## src/rtl/hz_pkg.sv

```systemverilog
// hz_pkg: shared types for the pipeline hazard controller.
//   op_class_t : instruction class presented by the D stage
//   fwd_sel_t  : operand source selected for the D-to-E transfer
//   hz_state_t : controller state, also exported on state_o
package hz_pkg;

  typedef enum logic [2:0] {
    OP_ALU    = 3'd0,
    OP_LOAD   = 3'd1,
    OP_STORE  = 3'd2,
    OP_BRANCH = 3'd3,
    OP_MUL    = 3'd4,
    OP_DIV    = 3'd5
  } op_class_t;

  typedef enum logic [2:0] {
    FWD_RF = 3'd0,
    FWD_E  = 3'd1,
    FWD_M  = 3'd2,
    FWD_W  = 3'd3,
    FWD_LC = 3'd4
  } fwd_sel_t;

  typedef enum logic [1:0] {
    HZ_RESET   = 2'd0,
    HZ_WAIT    = 2'd1,
    HZ_RUNNING = 2'd2,
    HZ_DRAIN   = 2'd3
  } hz_state_t;

endpackage

```

## src/rtl/hz_scoreboard.sv

```systemverilog
// hz_scoreboard: per-register busy bits for the single long-op (MUL/DIV)
// unit, its latency counter and the completion strobe.
// Ports:
//   clk, rst                      clock, async active-high reset
//   d_rs1/d_rs2, *_used           D-stage sources and their read flags
//   d_rd, d_we, d_cls             D-stage destination, write flag, class
//   issue                         D-to-E transfer happens at this edge
//   raw_stall/waw_stall/struct_stall  hazard queries for the D stage
//   lc_done, lc_rd                long-op result valid this cycle, its rd
//   lc_busy                       long-op unit occupied
//   sb_empty                      no busy bit set
module hz_scoreboard
  import hz_pkg::*;
#(
  parameter int NREGS   = 32,
  parameter int RA_W    = 5,
  parameter int MUL_LAT = 3,
  parameter int DIV_LAT = 16,
  parameter int CNT_W   = 5
) (
  input  logic            clk,
  input  logic            rst,
  input  logic [RA_W-1:0] d_rs1,
  input  logic [RA_W-1:0] d_rs2,
  input  logic            d_rs1_used,
  input  logic            d_rs2_used,
  input  logic [RA_W-1:0] d_rd,
  input  logic            d_we,
  input  logic [2:0]      d_cls,
  input  logic            issue,
  output logic            raw_stall,
  output logic            waw_stall,
  output logic            struct_stall,
  output logic            lc_done,
  output logic [RA_W-1:0] lc_rd,
  output logic            lc_busy,
  output logic            sb_empty
);

  logic [NREGS-1:0] busy_r;
  logic [NREGS-1:0] busy_clr_s;
  logic [NREGS-1:0] busy_set_s;
  logic [CNT_W-1:0] cnt_r;
  logic [RA_W-1:0]  lc_rd_r;
  logic [CNT_W-1:0] lat_s;
  logic             is_long_s;
  logic             issue_long_s;

  // A source waits on the scoreboard unless the long op is delivering it now.
  function automatic logic src_pending(input logic [RA_W-1:0]  rs,
                                       input logic             used,
                                       input logic [NREGS-1:0] busy,
                                       input logic             done,
                                       input logic [RA_W-1:0]  done_rd);
    return used && (rs != '0) && busy[rs] && !(done && (done_rd == rs));
  endfunction

  // Classify the D instruction; a DIV with no divider behaves as an ALU op.
  always_comb begin
    is_long_s = 1'b0;
    lat_s     = CNT_W'(MUL_LAT);
    case (op_class_t'(d_cls))
      OP_MUL: begin
        is_long_s = 1'b1;
        lat_s     = CNT_W'(MUL_LAT);
      end
      OP_DIV: begin
        is_long_s = (DIV_LAT > 0) ? 1'b1 : 1'b0;
        lat_s     = CNT_W'(DIV_LAT);
      end
      default: begin
        is_long_s = 1'b0;
        lat_s     = CNT_W'(MUL_LAT);
      end
    endcase
  end

  assign issue_long_s = issue && is_long_s && d_we;
  assign lc_busy      = (cnt_r != '0);
  assign lc_done      = (cnt_r == CNT_W'(1));
  assign lc_rd        = lc_rd_r;
  assign sb_empty     = (busy_r == '0);

  assign raw_stall = src_pending(d_rs1, d_rs1_used, busy_r, lc_done, lc_rd_r) ||
                     src_pending(d_rs2, d_rs2_used, busy_r, lc_done, lc_rd_r);
  assign waw_stall = d_we && (d_rd != '0) && busy_r[d_rd];
  // The last cycle of an op frees the unit, so a new op may issue into it.
  assign struct_stall = is_long_s && lc_busy && !lc_done;

  // Completion clears the old bit first, so same-cycle reissue keeps the new one.
  assign busy_clr_s = lc_done ? (NREGS'(1'b1) << lc_rd_r) : '0;
  assign busy_set_s = (issue_long_s && (d_rd != '0)) ? (NREGS'(1'b1) << d_rd) : '0;

  // Busy vector update.
  always_ff @(posedge clk or posedge rst) begin
    if (rst) begin
      busy_r <= '0;
    end else begin
      busy_r <= (busy_r & ~busy_clr_s) | busy_set_s;
    end
  end

  // Latency counter runs freely once loaded; it ignores pipeline stalls.
  always_ff @(posedge clk or posedge rst) begin
    if (rst) begin
      cnt_r   <= '0;
      lc_rd_r <= '0;
    end else if (issue_long_s) begin
      cnt_r   <= lat_s;
      lc_rd_r <= d_rd;
    end else if (cnt_r != '0) begin
      cnt_r <= cnt_r - CNT_W'(1);
    end
  end

endmodule

```

## src/rtl/pipeline_hazard_ctrl.sv

```systemverilog
// pipeline_hazard_ctrl: stall, flush and forwarding control for the
// five-stage F/D/E/M/W pipeline, with long-op scoreboard and drain mode.
// Ports:
//   clk, rst                          clock, async active-high reset
//   instr_ready, data_ready           fetch / data memory response valid
//   d_* / e_* / m_* / w_*             per-stage register use and validity
//   branch_taken                      taken redirect resolved in E
//   drain_req                         level request to empty the pipeline
//   read_instr                        fetch enable
//   stall_f/d/e/m, flush_f/d/e        stage-register hold / bubble controls
//   fwd1, fwd2                        operand sources (fwd_sel_t)
//   lc_done, lc_rd                    long-op completion and its rd
//   drain_ack                         single pulse once the pipeline is empty
//   state_o                           current hz_state_t
module pipeline_hazard_ctrl
  import hz_pkg::*;
#(
  parameter int NREGS   = 32,
  parameter int RA_W    = 5,
  parameter int MUL_LAT = 3,
  parameter int DIV_LAT = 16,
  parameter int CNT_W   = 5
) (
  input  logic            clk,
  input  logic            rst,
  input  logic            instr_ready,
  input  logic            data_ready,
  input  logic            d_valid,
  input  logic [RA_W-1:0] d_rs1,
  input  logic [RA_W-1:0] d_rs2,
  input  logic            d_rs1_used,
  input  logic            d_rs2_used,
  input  logic [RA_W-1:0] d_rd,
  input  logic            d_we,
  input  logic [2:0]      d_cls,
  input  logic            e_valid,
  input  logic            e_we,
  input  logic            e_is_load,
  input  logic [RA_W-1:0] e_rd,
  input  logic            m_valid,
  input  logic            m_we,
  input  logic            m_is_load,
  input  logic [RA_W-1:0] m_rd,
  input  logic            w_we,
  input  logic [RA_W-1:0] w_rd,
  input  logic            branch_taken,
  input  logic            drain_req,
  output logic            read_instr,
  output logic            stall_f,
  output logic            stall_d,
  output logic            stall_e,
  output logic            stall_m,
  output logic            flush_f,
  output logic            flush_d,
  output logic            flush_e,
  output logic [2:0]      fwd1,
  output logic [2:0]      fwd2,
  output logic            lc_done,
  output logic [RA_W-1:0] lc_rd,
  output logic            drain_ack,
  output logic [1:0]      state_o
);

  hz_state_t state_r;
  hz_state_t state_nx_s;
  logic      drain_done_r;
  logic      mem_wait_s;
  logic      load_use_s;
  logic      hazard_stall_s;
  logic      pipe_empty_s;
  logic      issue_s;
  logic      raw_s;
  logic      waw_s;
  logic      struct_s;
  logic      lc_busy_s;
  logic      sb_empty_s;
  logic      unused_s;

  // Fetch-valid is handled by the fetch stage; the controller does not gate on it.
  assign unused_s = instr_ready;

  function automatic fwd_sel_t pick_fwd(input logic [RA_W-1:0] rs,
                                        input logic            used,
                                        input logic            e_hit_en,
                                        input logic [RA_W-1:0] erd,
                                        input logic            m_hit_en,
                                        input logic [RA_W-1:0] mrd,
                                        input logic            lc_hit_en,
                                        input logic [RA_W-1:0] lcrd,
                                        input logic            w_hit_en,
                                        input logic [RA_W-1:0] wrd);
    if (!used || (rs == '0))           return FWD_RF;
    else if (e_hit_en && (erd == rs))  return FWD_E;
    else if (m_hit_en && (mrd == rs))  return FWD_M;
    else if (lc_hit_en && (lcrd == rs)) return FWD_LC;
    else if (w_hit_en && (wrd == rs))  return FWD_W;
    else                               return FWD_RF;
  endfunction

  hz_scoreboard #(
    .NREGS  (NREGS),
    .RA_W   (RA_W),
    .MUL_LAT(MUL_LAT),
    .DIV_LAT(DIV_LAT),
    .CNT_W  (CNT_W)
  ) u_sb (
    .clk         (clk),
    .rst         (rst),
    .d_rs1       (d_rs1),
    .d_rs2       (d_rs2),
    .d_rs1_used  (d_rs1_used),
    .d_rs2_used  (d_rs2_used),
    .d_rd        (d_rd),
    .d_we        (d_we),
    .d_cls       (d_cls),
    .issue       (issue_s),
    .raw_stall   (raw_s),
    .waw_stall   (waw_s),
    .struct_stall(struct_s),
    .lc_done     (lc_done),
    .lc_rd       (lc_rd),
    .lc_busy     (lc_busy_s),
    .sb_empty    (sb_empty_s)
  );

  assign mem_wait_s = !data_ready && ((e_is_load && e_valid) || (m_is_load && m_valid));

  assign load_use_s = e_valid && e_we && e_is_load && (e_rd != '0) &&
                      ((d_rs1_used && (d_rs1 == e_rd)) || (d_rs2_used && (d_rs2 == e_rd)));

  assign hazard_stall_s = d_valid && (load_use_s || raw_s || waw_s || struct_s);
  assign pipe_empty_s   = !e_valid && !m_valid && !w_we && sb_empty_s && !lc_busy_s;
  assign issue_s        = d_valid && !stall_d && !flush_d;

  // A load still in E is not forwardable; its consumer is held by load-use.
  assign fwd1 = pick_fwd(d_rs1, d_rs1_used, e_valid && e_we && !e_is_load, e_rd,
                         m_valid && m_we, m_rd, lc_done, lc_rd, w_we, w_rd);
  assign fwd2 = pick_fwd(d_rs2, d_rs2_used, e_valid && e_we && !e_is_load, e_rd,
                         m_valid && m_we, m_rd, lc_done, lc_rd, w_we, w_rd);

  assign state_o = state_r;

  // State register and one-shot drain acknowledge memory.
  always_ff @(posedge clk or posedge rst) begin
    if (rst) begin
      state_r      <= HZ_RESET;
      drain_done_r <= 1'b0;
    end else begin
      state_r <= state_nx_s;
      if (state_r != HZ_DRAIN) begin
        drain_done_r <= 1'b0;
      end else if (drain_ack) begin
        drain_done_r <= 1'b1;
      end else begin
        drain_done_r <= drain_done_r;
      end
    end
  end

  // Next-state logic.
  always_comb begin
    state_nx_s = state_r;
    case (state_r)
      HZ_RESET:   state_nx_s = HZ_WAIT;
      HZ_WAIT:    state_nx_s = HZ_RUNNING;
      HZ_RUNNING: state_nx_s = drain_req ? HZ_DRAIN : HZ_RUNNING;
      HZ_DRAIN: begin
        if (!drain_req && (drain_done_r || drain_ack)) begin
          state_nx_s = HZ_RUNNING;
        end else begin
          state_nx_s = HZ_DRAIN;
        end
      end
      default:    state_nx_s = HZ_RESET;
    endcase
  end

  // Stall/flush/fetch outputs; mem_wait dominates, then redirect, then D hazards.
  always_comb begin
    read_instr = 1'b0;
    stall_f    = 1'b0;
    stall_d    = 1'b0;
    stall_e    = 1'b0;
    stall_m    = 1'b0;
    flush_f    = 1'b0;
    flush_d    = 1'b0;
    flush_e    = 1'b0;
    drain_ack  = 1'b0;
    case (state_r)
      HZ_RESET: begin
        flush_f = 1'b1;
        flush_d = 1'b1;
        flush_e = 1'b1;
      end
      HZ_WAIT: begin
        read_instr = 1'b1;
        flush_f    = 1'b1;
        flush_d    = 1'b1;
        flush_e    = 1'b1;
      end
      HZ_RUNNING: begin
        if (mem_wait_s) begin
          stall_f = 1'b1;
          stall_d = 1'b1;
          stall_e = 1'b1;
          stall_m = 1'b1;
        end else if (branch_taken) begin
          flush_f = 1'b1;
          flush_d = 1'b1;
          flush_e = 1'b1;
        end else if (hazard_stall_s) begin
          stall_f = 1'b1;
          stall_d = 1'b1;
          flush_e = 1'b1;
        end else begin
          stall_f = 1'b0;
        end
        read_instr = !stall_f;
      end
      HZ_DRAIN: begin
        flush_f   = 1'b1;
        flush_d   = 1'b1;
        stall_e   = mem_wait_s;
        stall_m   = mem_wait_s;
        drain_ack = pipe_empty_s && !drain_done_r;
      end
      default: begin
        flush_f = 1'b1;
        flush_d = 1'b1;
        flush_e = 1'b1;
      end
    endcase
  end

endmodule

```

## config.mk

```make
export PLATFORM = sky130hd
export DESIGN_NAME = pipeline_hazard_ctrl
export DESIGN_NICKNAME = d
export VERILOG_FILES = /design/src/rtl/hz_pkg.sv /design/src/rtl/hz_scoreboard.sv /design/src/rtl/pipeline_hazard_ctrl.sv
export SDC_FILE = /design/constraint.sdc
export NUM_CORES = 1
export LEC_CHECK = 0
export CORE_MARGIN = 2
export CORE_UTILIZATION = 57
export CTS_CLUSTER_SIZE = 20
export DETAILED_ROUTE_END_ITERATION = 7
export MAX_ROUTING_LAYER = met4
export PLACE_DENSITY_LB_ADDON = 0.05
export SYNTH_ARGS = -nofsm -noshare
export SYNTH_HDL_FRONTEND = slang
export SYNTH_SLANG_ARGS = --single-unit
```

## constraint.sdc

```tcl
create_clock -name clk -period 8.3 [get_ports clk]
set_input_delay 1.66 -clock clk [delete_from_list [all_inputs] [get_ports clk]]
set_output_delay 1.66 -clock clk [all_outputs]
set_load 0.05 [all_outputs]
```

Word level (Yosys, flattened, before mapping):

Cells that the tools add are included.

* register bits: 45
* input port bits: 50

* add/subtract/negate cells: 1
* magnitude comparators: 3
* equality and inequality tests: 17
* shift-type cells: 2
* muxes and demuxes: 43
* bitwise operators: 3
* reduce and logical (&&, ||, !) cells: 80

Operator list (count)
* two-way mux 32 bit: 2
* << shifter 1 x 5 -> 32 bit, first input constant: 2
* == test 5 bit: 10
* logical AND 1 bit: 41
* AND 32 bit: 1
* logical NOT 32 bit: 1
* inverter 32 bit: 1
* OR 32 bit: 1
* nonzero test 5 bit: 5
* two-way mux 3 bit: 8
* two-way mux 1 bit: 20
* less-than comparator 5 x 6 -> 1 bit, second input constant: 3
* logical NOT 1 bit: 16
* binary-select mux 1 bit (select 5 bit): 3
* two-way mux 5 bit: 3
* logical NOT 5 bit: 2
* logical OR 1 bit: 9
* one-hot mux 1 bit (2 select lines): 4
* one-hot mux 2 bit (4 select lines): 1
* == test 3 bit, second input constant: 2
* == test 5 x 1 -> 1 bit, second input constant: 1
* subtractor 5 x 1 -> 5 bit, second input constant: 1
* == test 2 bit, second input constant: 2
* two-way mux 2 bit: 2
* 6 further kinds: 8

Longest topological paths before layout:

Gate-level depths: netlist (run 1).

* word-level depth: 21
* mapped depth: 11
* depth with buffers taken out: 10

Modules after synthesis:

From an unflattened synthesis (run 1), not the netlist that was laid out.

* cell total of the unflattened synthesis: 403
* area, all modules: 3852.4 um2

By module, submodules not included
* hz_scoreboard: instances 1, cells each 268, area each 2830.2 um2
* pipeline_hazard_ctrl: instances 1, cells each 135, area each 1022.2 um2

Worst setup path after synthesis (run 1):

OpenSTA, ideal clock, no wires.

* path type: input -> output
* from: input port d_rd[1]
* to: output port flush_e
* data arrival time: 4.407 ns
* setup slack: 2.233 ns
* stages: 10
* path through: clkbuf_1 > clkbuf_1 > a21oi_1 > a221oi_1 > a2111oi_0 > nor4b_1 > a41oi_1 > nand2_2 > a21oi_1 > o31ai_1

* word-level cells in the longest chain between the ends: 10
* elaborated cells between the ends (all ways): 12
* those cells by class: 6 x mux; 6 x reduce/logical

Ends and longest elaborated chain
* from (decl): RTL line pipeline_hazard_ctrl.sv:33 `input logic [RA_W-1:0] d_rd,`
* binary-select mux 1 bit (select 5 bit) or nonzero test 5 bit (tied branches): RTL line hz_scoreboard.sv:86 `assign waw_stall = d_we && (d_rd != '0) && busy_r[d_rd];`
* two-way mux 1 bit (not written as such) or logical AND 1 bit (tied branches): RTL line hz_scoreboard.sv:86
* logical AND 1 bit (*): RTL line hz_scoreboard.sv:86
* logical OR 1 bit (*) (2 in series): RTL line pipeline_hazard_ctrl.sv:131 `assign hazard_stall_s = d_valid && (load_use_s || raw_s || waw_s || struct_s);`
* logical AND 1 bit (*): RTL line pipeline_hazard_ctrl.sv:131
* two-way mux 1 bit (*): RTL line pipeline_hazard_ctrl.sv:211 `end else if (hazard_stall_s) begin`
* two-way mux 1 bit (*): RTL line pipeline_hazard_ctrl.sv:207 `end else if (branch_taken) begin`
* two-way mux 1 bit (*): RTL line pipeline_hazard_ctrl.sv:202 `if (mem_wait_s) begin`
* one-hot mux 1 bit (2 select lines) (*): RTL line pipeline_hazard_ctrl.sv:189 `case (state_r)`
* to (decl): RTL line pipeline_hazard_ctrl.sv:55 `output logic flush_e,`

Mark *: on every way between the ends. The rest lies on a longest branch, timed or not. The select of a mux whose other input is x is not followed.

Worst setup path in the final report (run 1):

* from: input port d_rs2[1]
* to: output port read_instr

* word-level cells in the longest chain between the ends: 15
* elaborated cells between the ends (all ways): 24
* those cells by class: 2 x eq/ne; 7 x mux; 15 x reduce/logical

Ends and longest elaborated chain
* from (decl): RTL line pipeline_hazard_ctrl.sv:30 `input logic [RA_W-1:0] d_rs2,`
* binary-select mux 1 bit (select 5 bit), or another cell as far along: RTL line hz_scoreboard.sv:55 `return used && (rs != '0) && busy[rs] && !(done && (done_rd == rs));`
* two-way mux 1 bit (not written as such) or logical AND 1 bit (tied branches): RTL line hz_scoreboard.sv:55
* logical AND 1 bit or logical NOT 1 bit (tied branches): RTL line hz_scoreboard.sv:55
* logical AND 1 bit: RTL line hz_scoreboard.sv:55
* logical OR 1 bit: RTL line hz_scoreboard.sv:84 `assign raw_stall = src_pending(d_rs1, d_rs1_used, busy_r, lc_done, lc_rd_r) ||`
* logical OR 1 bit (*) (3 in series): RTL line pipeline_hazard_ctrl.sv:131
* logical AND 1 bit (*): RTL line pipeline_hazard_ctrl.sv:131
* two-way mux 1 bit (*): RTL line pipeline_hazard_ctrl.sv:211
* two-way mux 1 bit (*): RTL line pipeline_hazard_ctrl.sv:207
* two-way mux 1 bit (*): RTL line pipeline_hazard_ctrl.sv:202
* two-way mux 1 bit (*): RTL line pipeline_hazard_ctrl.sv:189
* logical NOT 1 bit (*): RTL line pipeline_hazard_ctrl.sv:218 `read_instr = !stall_f;`
* one-hot mux 1 bit (2 select lines) (*): RTL line pipeline_hazard_ctrl.sv:189
* to (decl): RTL line pipeline_hazard_ctrl.sv:48 `output logic read_instr,`

Marks and branches as above.

==> flow_summary_export.csv, run 1 <==
group,metric,value,unit
clock_network,cts_tree,"built",
timing,tightest_slew,0.8233,ns
drt,drt_iter0_drc,158,
die,rows,29,
clock_network,cts_sinks,45,
critical_path,reg2reg_depth,8,
critical_path,worstPathMaxFanout,9,
global_route,antenna_found_initial,0,
drt,drt.antenna.violating_nets,0,
run,maxCapViolCount,0,
critical_path,crit-reg2reg-launch,"u_sb.busy_r[13]",
worst_hold_path,whs_path_depth,2,
die,dieArea,7414,µm²
die,dieHeight,86.11,µm
cells_and_area,area_growth,19.50,%
global_route,overflow,0,
logic_synthesis,syn_area,3842,µm²
clock_network,cts_buffers,5,
logic_synthesis,synth_ff_type,"dfrtp_1",
critical_path,crit_chain,"clkdlybuf4s50_1 -> mux4_2 -> a32o_1 -> or4_1 -> and4_1 -> a311oi_2 -> nand2_2 -> a31oi_1 -> o21a_1 -> clkdlybuf4s50_1",
critical_path,crit_required,6.64,ns
timing,fin_setup_tns,0,ns
clock_network,clk-insertion-delay-late,0.30,ns
logic_synthesis,synth_seq_cells,45,
timing,slew_violations,0,
timing,clock.fmax,140.6,MHz
drt,drc_errors,0,
clock_network,htree_levels,2,
cells_and_area,mostFrequentLayoutCells,"clkdlybuf4s50_1 (71), dfrtp_1 (45), o21ai_0 (36), o31ai_1 (32), xor2_1 (29)",
place,post_dp_cell_area,4491,µm²
timing,grt_setup_unrepaired,"false",
place,io_buffers,71,
drt,first_pass_iters,5,
status,status,"completed",
die,io_pins,73,
clock_network,hold_buffers,0,
drt,vias,3542,
clock_network,cts_setup_buffers,0,
timing,setup-violations-final,0,
cells_and_area,fin_nets,514,
timing,max_slew_margin,44.94,%
critical_path,slowest_stage,"clkdlybuf4s50_1",
cells_and_area,diodes,0,
worst_hold_path,hold_path_class,"register to register",
timing,hold_violations,0,
logic_synthesis,syn_inst,410,
critical_path,worstSetupPathType,"primary input to output port",
clock_network,clk_path_buf_depth,2,
global_route,grt_pass1_wl,17270,µm
clock_network,clk_pin_slew,0.08,ns
timing,fin_crit,7.111,ns
critical_path,start_kind,"primary input",
drt,wl_per_cell,19.96,µm
drt,drt_wl_total,10660,µm
logic_synthesis,synth.yosys.seq_area_share,29.31,%
worst_hold_path,hold_end,"drain_done_r",
critical_path,worst_path_most_repeated_cell,"clkdlybuf4s50_1",
die,core-area,6422,µm²
critical_path,r2r-end,"u_sb.lc_rd[1]",
critical_path,endpoint_kind,"output port",
worst_hold_path,hp-start,"drain_done_r",
pwr,p_leak,1.632,nW
global_route,grt_pass1_vias,3421,
clock_network,cts-resized-gates,0,
global_route,grt.total_usage,30.78,%
place,gp_congestion,0.9264,
critical_path,worstPathArrival,5.45,ns
die,start_util,59.83,%
pwr,irDropWorstVdd,157.7,µV
drt,drt-vias-per-instance,6.633,
pwr,cellPowerDensity,150.5,nW/µm²
timing,fin_skew,0.005523,ns
logic_synthesis,yosysWarnings,0,
logic_synthesis,synth-edff-count,0,
timing,period_share,85.67,%
critical_path,worst_path_largest_cell_delay,0.81,ns
cells_and_area,final_area,4592,µm²
cells_and_area,drive_gt1_share,9.628,%
cells_and_area,final_common_cell,"clkdlybuf4s50_1",
logic_synthesis,yosysUniqueCellTypes,56,
die,fp.dieW,86.11,µm
logic_synthesis,syn_avg_cell_area,9.372,µm²
global_route,grt_max_degree,46,
logic_synthesis,synth_nets,468,
logic_synthesis,ys_async_sr_fraction,100.0,%
clock_network,cts_root_buf,"clkbuf_8",
critical_path,reg2reg_slack,5.16,ns
place,hpwl,7909,µm
-- logic make-up after synthesis --
family	after synthesis	share of synthesized area [%]
flops	45	29.31
buf+inv	45	5.698
compound gates	101	17.62
mux	44	17.58
fa+ha+maj	8	2.605
xor+xnor	42	9.573
simple gates	125	17.62
-- power breakdown --
group / internal [mW] / switching, mW
clock: 0.0752 / 0.0707
sequential: 0.247 / 0.0394
combinational: 0.122 / 0.137
-- area by class of cell --
| cell class | instances | area [µm²] |
|---|---|---|
| Clock inverter | 1 | 5.005 |
| Sequential cell | 45 | 1126 |
| Inverter | 10 | 37.54 |
| Tap cell | 77 | 96.34 |
| Timing Repair Buffer | 74 | 733.2 |
| Clock buffer | 7 | 96.34 |
| Multi-Input combinational cell | 320 | 2497 |
| Fill cell | 508 | 1831 |
-- Yosys cell counts (2+ instances only) --
master | n | area [µm²]
o21a_1 | 3 | 22.52
and2_1 | 2 | 12.51
mux2_4 | 6 | 90.09
a21oi_1 | 9 | 45.04
o21ai_0 | 36 | 180.2
nor2_1 | 17 | 63.81
nor3b_1 | 2 | 15.01
nand2b_1 | 5 | 31.28
clkbuf_1 | 20 | 75.07
nand3b_1 | 6 | 45.04
inv_1 | 10 | 37.54
nand2_1 | 23 | 86.33
nand3_1 | 15 | 75.07
or2_2 | 2 | 12.51
and3b_1 | 2 | 17.52
mux2_2 | 4 | 45.04
buf_4 | 3 | 22.52
ha_1 | 8 | 100.1
mux2i_1 | 18 | 180.2
buf_1 | 6 | 22.52
or4_1 | 2 | 15.01
xor2_1 | 29 | 254.0
dfrtp_1 | 45 | 1126
nor3_1 | 9 | 45.04
nand4_1 | 9 | 56.30
o31ai_1 | 32 | 240.2
a31oi_1 | 3 | 18.77
buf_6 | 5 | 56.30
or3_1 | 3 | 18.77
xnor2_1 | 13 | 113.9
nor4_1 | 14 | 87.58
nor2b_1 | 9 | 56.30
a22oi_1 | 2 | 15.01
mux4_2 | 16 | 360.4
-- metal layers --
layer | global-route usage (%) | part of all wire, % | vias up
li1 | - | - | 1632
met1 | 40.97 | 41 | 1710
met2 | 46.93 | 47 | 170
met3 | 4.716 | 8.8 | 30
met4 | 13.13 | 2.8 | 0
met5 | - | 0 | -
-- per-stage QoR --
stage               hold WS [ns]  worst slack, ns  utilization [%]  instances  power [mW]
global route              0.6076            1.040            71.50        534      0.7325
detailed placement        0.5233            1.210            69.92        526      0.5471
finish                    0.5499            1.189            71.50        534      0.6910
global placement          0.5193            1.209            69.92        526      0.5401
floorplan                 0.4913            2.233                -        410      0.4657
CTS                       0.5496            1.204            71.50        534      0.6928
-- flip-flops by register name (all words and copies together) (netlist names) --
| register | count |
|---|---|
| state_o | 2 |
| drain_done_r | 1 |
| u_sb.busy_r | 32 |
| u_sb.lc_rd | 5 |
| u_sb.cnt_r | 5 |
-- worst max path at each step --
stage,endpoint,slack (ns),startpoint
finish,read_instr,1.19,d_rs2[1]
global route,read_instr,1.04,d_rs2[1]
CTS,read_instr,1.20,d_rs2[1]
detailed placement,read_instr,1.21,d_rs2[1]
global placement,read_instr,1.21,d_rs2[1]
floorplan,flush_e,2.23,d_rd[1]
-- worst max-delay path, delay by kind of cell --
kind,cells,cell delay [ns]
simple gates,3,0.76
mux,1,0.56
compound gates,4,0.85
buf+inv,2,1.60
No activity file was read; power rests on OpenSTA's default activity.
==> inputs of run 2 (changes only) <==
GPL_TIMING_DRIVEN = 0   (was default)
SLEW_MARGIN = 10   (was default)
==> run 2 against run 1 <==
Against the previous run: clock power is 21% higher; sequential share of layout area fell by 0.55 points; critical path depth up 1; first-iteration DRC count increased by 69%; via count increased by 3.0%; critical path type unchanged; largest power group unchanged.
==> flow_summary_export.csv, run 2 (synthesized netlist as in run 1, its figures left out) <==
group,metric,value,unit
critical_path,worst_path_most_repeated_cell,"clkdlybuf4s50_1",
clock_network,hold_buffers,0,
timing,grt_setup_unrepaired,"false",
cells_and_area,drive_gt1_share,10.83,%
timing,fin_crit,7.089,ns
pwr,total_power,0.7305,mW
cells_and_area,fin_nets,537,
die,rows,29,
critical_path,reg2reg_slack,5.19,ns
clock_network,cts-resized-gates,0,
critical_path,reg2reg_depth,9,
clock_network,htree_levels,2,
timing,setup-violations-final,0,
timing,period_share,85.41,%
clock_network,cts_sinks,45,
cells_and_area,mostFrequentLayoutCells,"clkdlybuf4s50_1 (61), dfrtp_1 (45), o21ai_0 (36), o31ai_1 (32), xor2_1 (29)",
drt,drt-vias-per-instance,6.548,
pwr,cellPowerDensity,155.5,nW/µm²
critical_path,crit_required,6.64,ns
drt,vias,3647,
status,status,"completed",
die,fp.dieW,86.11,µm
clock_network,cts_tree,"built",
critical_path,slowest_stage,"clkdlybuf4s50_1",
critical_path,worstPathArrival,5.43,ns
clock_network,clk-insertion-delay-late,0.31,ns
clock_network,cts_setup_buffers,0,
die,start_util,59.83,%
critical_path,worstPathMaxFanout,10,
place,io_buffers,61,
global_route,grt_pass1_vias,3557,
cells_and_area,regMostFlops,"u_sb.busy_r",
global_route,antenna_found_initial,0,
clock_network,clk_path_buf_depth,2,
run,maxCapViolCount,0,
worst_hold_path,whs_path_depth,2,
critical_path,worstSetupPathType,"primary input to output port",
global_route,grt_max_degree,24,
global_route,overflow,0,
timing,slew_violations,0,
pwr,p_leak,1.677,nW
timing,max_slew_margin,52.50,%
die,io_pins,73,
critical_path,endpoint_kind,"output port",
critical_path,cp.depth,11,
cells_and_area,diodes,0,
critical_path,start_kind,"primary input",
cells_and_area,final_common_cell,"clkdlybuf4s50_1",
cells_and_area,largest_reg_flops,32,
place,hpwl,8398,µm
die,dieHeight,86.11,µm
timing,fin_skew,0.007767,ns
timing,clock.fmax,141.1,MHz
drt,drt_iter0_drc,267,
timing,tightest_slew,0.7125,ns
clock_network,cts_buffers,5,
critical_path,crit-reg2reg-launch,"u_sb.busy_r[15]",
clock_network,clk_pin_slew,0.08,ns
worst_hold_path,hold_end,"drain_done_r",
drt,drt_wl_total,11090,µm
critical_path,r2r-end,"u_sb.lc_rd[4]",
drt,drc_errors,0,
critical_path,worst_path_largest_cell_delay,0.79,ns
drt,first_pass_iters,5,
pwr,irDropWorstVdd,142.3,µV
clock_network,cts_root_buf,"clkbuf_8",
timing,hold_violations,0,
critical_path,worst-path-buf-inv,3,
global_route,grt_pass1_wl,17990,µm
worst_hold_path,hold_path_class,"register to register",
place,gp_congestion,1.015,
cells_and_area,area_growth,22.24,%
global_route,grt.total_usage,31.97,%
die,core-area,6422,µm²
critical_path,crit_chain,"clkdlybuf4s50_1 -> clkbuf_1 -> mux4_2 -> a32o_1 -> or4_1 -> and4_1 -> a311oi_2 -> nand2_2 -> a31oi_1 -> o21a_1 -> clkdlybuf4s50_1",
timing,fin_setup_tns,0,ns
drt,drt.antenna.violating_nets,0,
die,dieArea,7414,µm²
worst_hold_path,hp-start,"drain_done_r",
cells_and_area,final_core_utilization,73.13,%
drt,wl_per_cell,19.90,µm
cells_and_area,final_area,4697,µm²
place,post_dp_cell_area,4577,µm²
critical_path,path_delay_family,"buffers and inverters",
[run 2: how the worst max path moves through the flow]
stage	from	endpoint	slack (ns)
finish	d_rs2[2]	read_instr	1.21
global placement	d_rs2[2]	read_instr	1.23
detailed placement	d_rs2[2]	read_instr	1.21
floorplan	d_rd[1]	flush_e	2.23
global route	d_rs2[2]	read_instr	1.08
CTS	d_rs2[2]	read_instr	1.20
[run 2: layout make-up]
cell class	instances	area (µm²)
multi-input cells	320	2497
fillers	499	1725
flip-flops and latches	45	1126
repair buffers	62	638.1
plain buffers	35	181.4
well taps	77	96.34
clock buffers	6	82.58
clock inverters	2	37.54
inverters	10	37.54
[run 2: per-layer routing]
layer  global-route usage, %  share of wire (%)  wire length, µm  up-vias
li1                        -                  -                -     1675
met1                   42.67                 42             4644     1751
met2                   48.34                 45             5032      187
met3                   4.812                9.1             1006       34
met4                   14.43                3.6              403        0
met5                       -                  0                0        -
[run 2: worst register-to-register path, stage by stage (launching register included)]
cell and delay, ns:
dfrtp_1 0.45, mux4_2 0.48, a32o_1 0.26, or4_1 0.39, and4_1 0.24, a311oi_2 0.26, nand2_2 0.12, a31o_4 0.31
buf_6 0.18, mux2_4 0.30
[run 2: power by group]
group	internal [mW]	switching, mW	leakage, nW
clock network	0.0979	0.0783	0.0574
registers	0.247	0.0297	0.448
logic	0.124	0.153	1.17
total	0.469	0.261	1.68
[run 2: metrics by stage]
stage,instances,hold WS [ns],setup WS [ns]
floorplan,410,0.4913,2.233
global placement,548,0.5228,1.234
detailed placement,549,0.5431,1.208
CTS,557,0.5657,1.200
global route,557,0.5823,1.081
finish,557,0.5544,1.211
